$ cat src/rtl/mesi_isc_arb_pkg.sv
// Shared types and constants for the broadcast-request arbiter.
package mesi_isc_arb_pkg;

    typedef enum logic [1:0] {
        IDLE = 2'd0,
        RD   = 2'd1,
        CAP  = 2'd2,
        WR   = 2'd3
    } state_t;

    localparam int unsigned MSG_TYPE_W = 2;

    localparam logic [MSG_TYPE_W-1:0] MSG_NOP      = 2'b00;
    localparam logic [MSG_TYPE_W-1:0] MSG_WR       = 2'b01;
    localparam logic [MSG_TYPE_W-1:0] MSG_RD       = 2'b10;
    localparam logic [MSG_TYPE_W-1:0] MSG_WR_BROAD = 2'b11;

    // The message type occupies the top MSG_TYPE_W bits of a request word.
    function automatic int unsigned msg_type_msb(input int unsigned data_width);
        return data_width - 1;
    endfunction

endpackage

$ cat src/rtl/mesi_isc_rr_picker.sv
// Combinational round-robin search: first requesting index after last_grant,
// wrapping modulo N_CPU (N_CPU is a power of two, so the index simply wraps).
module mesi_isc_rr_picker #(
    parameter int unsigned N_CPU        = 4,
    parameter int unsigned CPU_ID_WIDTH = 2
) (
    input  logic [N_CPU-1:0]        req,
    input  logic [CPU_ID_WIDTH-1:0] last_grant,
    output logic [CPU_ID_WIDTH-1:0] grant,
    output logic                    grant_vld
);

    logic [CPU_ID_WIDTH-1:0] idx;

    // Scan from lowest priority (last_grant itself) to highest (last_grant+1);
    // the final hit wins, so no early exit is needed.
    always_comb begin
        grant     = '0;
        grant_vld = 1'b0;
        idx       = '0;
        for (int unsigned i = 0; i < N_CPU; i++) begin
            idx = last_grant + CPU_ID_WIDTH'(N_CPU - i);
            if (req[idx]) begin
                grant     = idx;
                grant_vld = 1'b1;
            end
        end
    end

endmodule

$ cat src/rtl/mesi_isc_breq_arb.sv
// Round-robin drain of the per-CPU broadcast-request FIFOs into the single
// broadcast FIFO; messages are tagged with the source CPU id, NOPs dropped.
module mesi_isc_breq_arb
    import mesi_isc_arb_pkg::*;
#(
    parameter int unsigned N_CPU        = 4,
    parameter int unsigned CPU_ID_WIDTH = 2,
    parameter int unsigned DATA_WIDTH   = 32,
    parameter int unsigned CNT_WIDTH    = 16
) (
    input  logic                               clk,
    input  logic                               rst,
    input  logic [N_CPU-1:0]                   breq_empty_i,
    input  logic [N_CPU*DATA_WIDTH-1:0]        breq_data_i,
    output logic [N_CPU-1:0]                   breq_rd_o,
    input  logic                               bcast_full_i,
    output logic                               bcast_wr_o,
    output logic [CPU_ID_WIDTH+DATA_WIDTH-1:0] bcast_data_o,
    output logic                               busy_o,
    output logic [CNT_WIDTH-1:0]               fwd_cnt_o
);

    state_t                  state;
    logic [CPU_ID_WIDTH-1:0] sel;
    logic [CPU_ID_WIDTH-1:0] last_grant;
    logic [CPU_ID_WIDTH-1:0] src_q;
    logic [DATA_WIDTH-1:0]   hold;
    logic [MSG_TYPE_W-1:0]   hold_type;
    logic [DATA_WIDTH-1:0]   sel_data;
    logic [CPU_ID_WIDTH-1:0] pick;
    logic                    pick_vld;
    logic [CNT_WIDTH-1:0]    fwd_cnt;

    mesi_isc_rr_picker #(
        .N_CPU        (N_CPU),
        .CPU_ID_WIDTH (CPU_ID_WIDTH)
    ) u_picker (
        .req        (~breq_empty_i),
        .last_grant (last_grant),
        .grant      (pick),
        .grant_vld  (pick_vld)
    );

    assign sel_data  = breq_data_i[sel*DATA_WIDTH +: DATA_WIDTH];
    assign hold_type = hold[msg_type_msb(DATA_WIDTH) -: MSG_TYPE_W];

    // bcast_data_o is the registered {src, hold} pair; both load only in CAP,
    // so the output is stable everywhere else.
    assign bcast_data_o = {src_q, hold};
    assign bcast_wr_o   = (state == WR) && !bcast_full_i && (hold_type != MSG_NOP);
    assign busy_o       = (state != IDLE);
    assign fwd_cnt_o    = fwd_cnt;

    // Read strobe decoded from registered state and selection only.
    always_comb begin
        breq_rd_o = '0;
        if (state == RD) begin
            breq_rd_o[sel] = 1'b1;
        end
    end

    // Arbitration FSM: select, pop, capture, then write (or drop a NOP).
    always_ff @(posedge clk or negedge rst) begin
        if (!rst) begin
            state      <= IDLE;
            sel        <= '0;
            last_grant <= CPU_ID_WIDTH'(N_CPU - 1);
            src_q      <= '0;
            hold       <= '0;
        end else begin
            case (state)
                IDLE: begin
                    if (pick_vld) begin
                        sel        <= pick;
                        last_grant <= pick;
                        state      <= RD;
                    end
                end
                RD: begin
                    state <= CAP;
                end
                CAP: begin
                    hold  <= sel_data;
                    src_q <= sel;
                    state <= WR;
                end
                WR: begin
                    if (hold_type == MSG_NOP || !bcast_full_i) begin
                        state <= IDLE;
                    end
                end
                default: state <= IDLE;
            endcase
        end
    end

    // Saturating count of messages written to the broadcast FIFO.
    always_ff @(posedge clk or negedge rst) begin
        if (!rst) begin
            fwd_cnt <= '0;
        end else if (bcast_wr_o && (fwd_cnt != '1)) begin
            fwd_cnt <= fwd_cnt + 1'b1;
        end
    end

endmodule

$ cat config.mk
export PLATFORM = sky130hd
export DESIGN_NAME = mesi_isc_breq_arb
export DESIGN_NICKNAME = d
export VERILOG_FILES = /design/src/rtl/mesi_isc_arb_pkg.sv /design/src/rtl/mesi_isc_rr_picker.sv /design/src/rtl/mesi_isc_breq_arb.sv
export SDC_FILE = /design/constraint.sdc
export NUM_CORES = 1
export LEC_CHECK = 0
export BUFFER_PORTS_ARGS = -buffer_cell sky130_fd_sc_hd__buf_4
export CORE_ASPECT_RATIO = 0.5
export CORE_MARGIN = 2
export CORE_UTILIZATION = 30
export CTS_CLUSTER_SIZE = 30
export DETAILED_ROUTE_END_ITERATION = 8
export GPL_TIMING_DRIVEN = 0
export SKIP_LAST_GASP = 1
export SLEW_MARGIN = 20
export SYNTH_ARGS = -nofsm -noshare
export SYNTH_HDL_FRONTEND = slang
export SYNTH_SLANG_ARGS = --single-unit
$ cat constraint.sdc
create_clock -name clk -period 2.3 [get_ports clk]
set_input_delay 0.115 -clock clk [delete_from_list [all_inputs] [get_ports clk]]
set_output_delay 0.115 -clock clk [all_outputs]
set_load 0.01 [all_outputs]
==> impl_metrics.yaml <==
placed_design:
  gp_congestion: 0.769
  dp_hpwl_um: 7620
  dp_slack_ns: 0.433
  dpl.cell_count: 567
  portBuffers: 190
sta:
  tightestPinTransition_ns: 0.735
  setup_violations: 0
  period_needed_ns: 1.85
  clock.fmax_ghz: 0.540
  rsz0062_at_grt: "false"
  fin_crit_sh: 0.805
  slew_headroom: 0.510
  worst_clock_skew_ns: 0.00775
  final-max-slew-violation-count: 0
  fin_setup_tns_ns: 0
  setup_ws_ns: 0.448
  hold_viol_final: 0
global_route:
  grt_pass1_vias: 2866
  grt_usage: 0.157
  antenna_found_initial: 0
  grt_first_pass_wirelength_um: 14900
  grt_max_degree: 57
  globalRouteOverflowTotal: 0
setup_path:
  cp.arrival_ns: 2.03
  worstPathRequired_ns: 2.48
  worst-path-max-fanout: 10
  cp-end-kind: "register"
  crit_chain: "inv_1 > ha_1 > clkbuf_1 > buf_2 > mux2_2"
  critical-path-max-stage-delay_ns: 0.41
  worstSetupStartpointType: "register"
  slowest_stage: "dfrtp_1"
  crit_type: "register to register"
cells_and_area:
  fillCellCount: 1032
  regArea_mm2: 0.00140
  antenna_cells: 0
  fin_nets: 570
  multiInputGateArea_mm2: 0.00182
  stdcell_count: 576
  syn_to_final_growth_pct: 53.3
  drive_gt1_frac: 0.647
yosys:
  yosys.area.top_type: "dfrtp_1"
  ys_ff_latch: 56
  synthFlopType: "dfrtp_1"
  synthArstFlopShare: 1.00
  synth_top_area_frac: 0.404
  seq_area_frac_synth: 0.420
  syn_area_per_cell_um2: 14.4
  netlist_instances: 232
  synthTopCellsByCount: "54 x dfrtp_1, 32 x mux4_2, 20 x mux2_4, 16 x mux2_2, 14 x nand4_1"
  yosys_warnings: 0
  ys_top_cells_by_area: "dfrtp_1 40%, mux4_2 22%, mux2_4 9.0%"
  synthesis.nets: 372
  synthDistinctLibCells: 42
  synth_edf_count: 0
  synth.most_common_cell: "dfrtp_1"
  syn-cell-area_mm2: 0.00334
clock_network:
  cts.sinks: 56
  cts.path.max_buffers: 2
  clock_latency_ns: 0.29
  post-cts-setup-buffers: 0
  cts_max_level: 2
  root_buffer: "clkbuf_16"
  clkTransAtPathRegs_ns: 0.07
  numCtsBuffers: 5
  cts_tree: "done"
detailed_routing:
  drt_iter0_markers: 94
  dr.pass1.iters: 4
  postRouteAntennaNets: 0
  met1Wirelength_um: 4030
  dr_wl_met3_um: 267
  wl_per_cell_um: 16.4
  drc: 0
  top_layer: "met4"
  avgViaCountPerCell: 4.76
  dr_wl_met2_um: 5030
  wirelength_um: 9470
  dr_total_vias: 2743
job:
  drv_cap: 0
power:
  powerDensity_mw_per_mm2: 1140
  ir_drop_uv: 383
  power.leakage_nw: 2.40
die:
  core_mm2: 0.0109
  die_width_um: 153
  die_h_um: 78.6
  start_util: 0.306
  fp.dieArea_mm2: 0.0121
  pin_count: 191
  rows: 27
run_status:
  status: "finished, final reports clean"
hold_path:
  hold_class: "primary input to register"
path summary, 6_finish.rpt:
kind / from / to / slack (ns) / depth (start not counted)
worst max-delay path: state[0] / src_q[1] / 0.45 / 5
worst min-delay path: bcast_full_i / fwd_cnt_o[7] / 0.17 / 4
worst max register to register: state[0] / src_q[1] / 0.45 / 5
worst min register to register: fwd_cnt_o[10] / fwd_cnt_o[10] / 0.51 / 1
max in group asynchronous: rst / hold[21] / 1.40 / 2
min in group asynchronous: rst / hold[3] / 0.42 / 2
state kept, by name, summed over array words and instances (netlist names):
register    cells
hold           32
sel             2
fwd_cnt_o      16
state           2
last_grant      2
src_q           2
layout make-up:
cell class              count  share of cell area
well taps                 145              0.0354
inverters                   6             0.00440
clock inverters             2             0.00684
multi-input cells         158               0.356
flip-flops and latches     56               0.274
repair buffers            191               0.280
clock buffers               6              0.0252
plain buffers              12              0.0183
report_power, final:
group / switching, W / internal [W] / leakage, nW / total [W]
clock network: 0.000350 / 0.000513 / 0.0808 / 0.000863
registers: 0.000270 / 0.00141 / 0.685 / 0.00168
logic: 0.00132 / 0.00197 / 1.64 / 0.00329
total: 0.00194 / 0.00390 / 2.40 / 0.00584
cell usage in the layout (no fill, tap or decap), types with 2 or more instances in the layout:
master,count
dfstp_2,2
nand2_1,7
buf_2,7
clkbuf_1,3
a21o_1,2
and2_1,2
nor2_1,8
inv_1,6
xnor2_1,13
buf_4,190
and3_1,4
nand3_1,6
mux2_2,16
o21ai_0,2
dfrtp_1,54
mux2_4,20
mux4_2,32
and4_1,2
buf_12,2
ha_1,5
a21oi_1,5
nand4_1,14
clkbuf_16,5
critical path: cells and delay by family, from the launching register on:
kind       cells  cell delay, ns
buf+inv        3            0.81
flops          1            0.41
mux            1            0.38
fa+ha+maj      1            0.14
stage by stage:
step	total power, W	utilization	cell area, um2	hold WS [ns]
global route	0.00622	0.470	5120	0.173
detailed placement	0.00505	0.454	4950	0.230
finish	0.00584	0.470	5120	0.172
global placement	0.00502	0.454	4950	0.225
CTS	0.00594	0.470	5120	0.165
floorplan	0.00382	-	3340	-0.181
cell families (layout without fill, tap and decap cells):
logic type               after synthesis  in the layout  synth area share
adder cells (fa/ha/maj)                5              5            0.0187
multiplexers                          69             69             0.363
flip-flops                            56             56             0.420
AND/OR/NAND/NOR                       53             53            0.0929
buffers and inverters                 18            217            0.0348
XOR/XNOR                              13             13            0.0341
AO/OA/AOI/OAI                         18             18            0.0367
routing by layer:
layer  vias up  global-route usage
li1       1303                   -
met1      1378               0.204
met2        47               0.274
met3        15              0.0298
met4         0              0.0370
met5         -                   0
repair_timing:
action                     in CTS  in global routing
setup endpoints to repair       0                  0
gates resized for setup         0                  0
hold endpoints to repair       54                  0
hold buffers                    1                  0
Power figures use the tool's default switching activity.
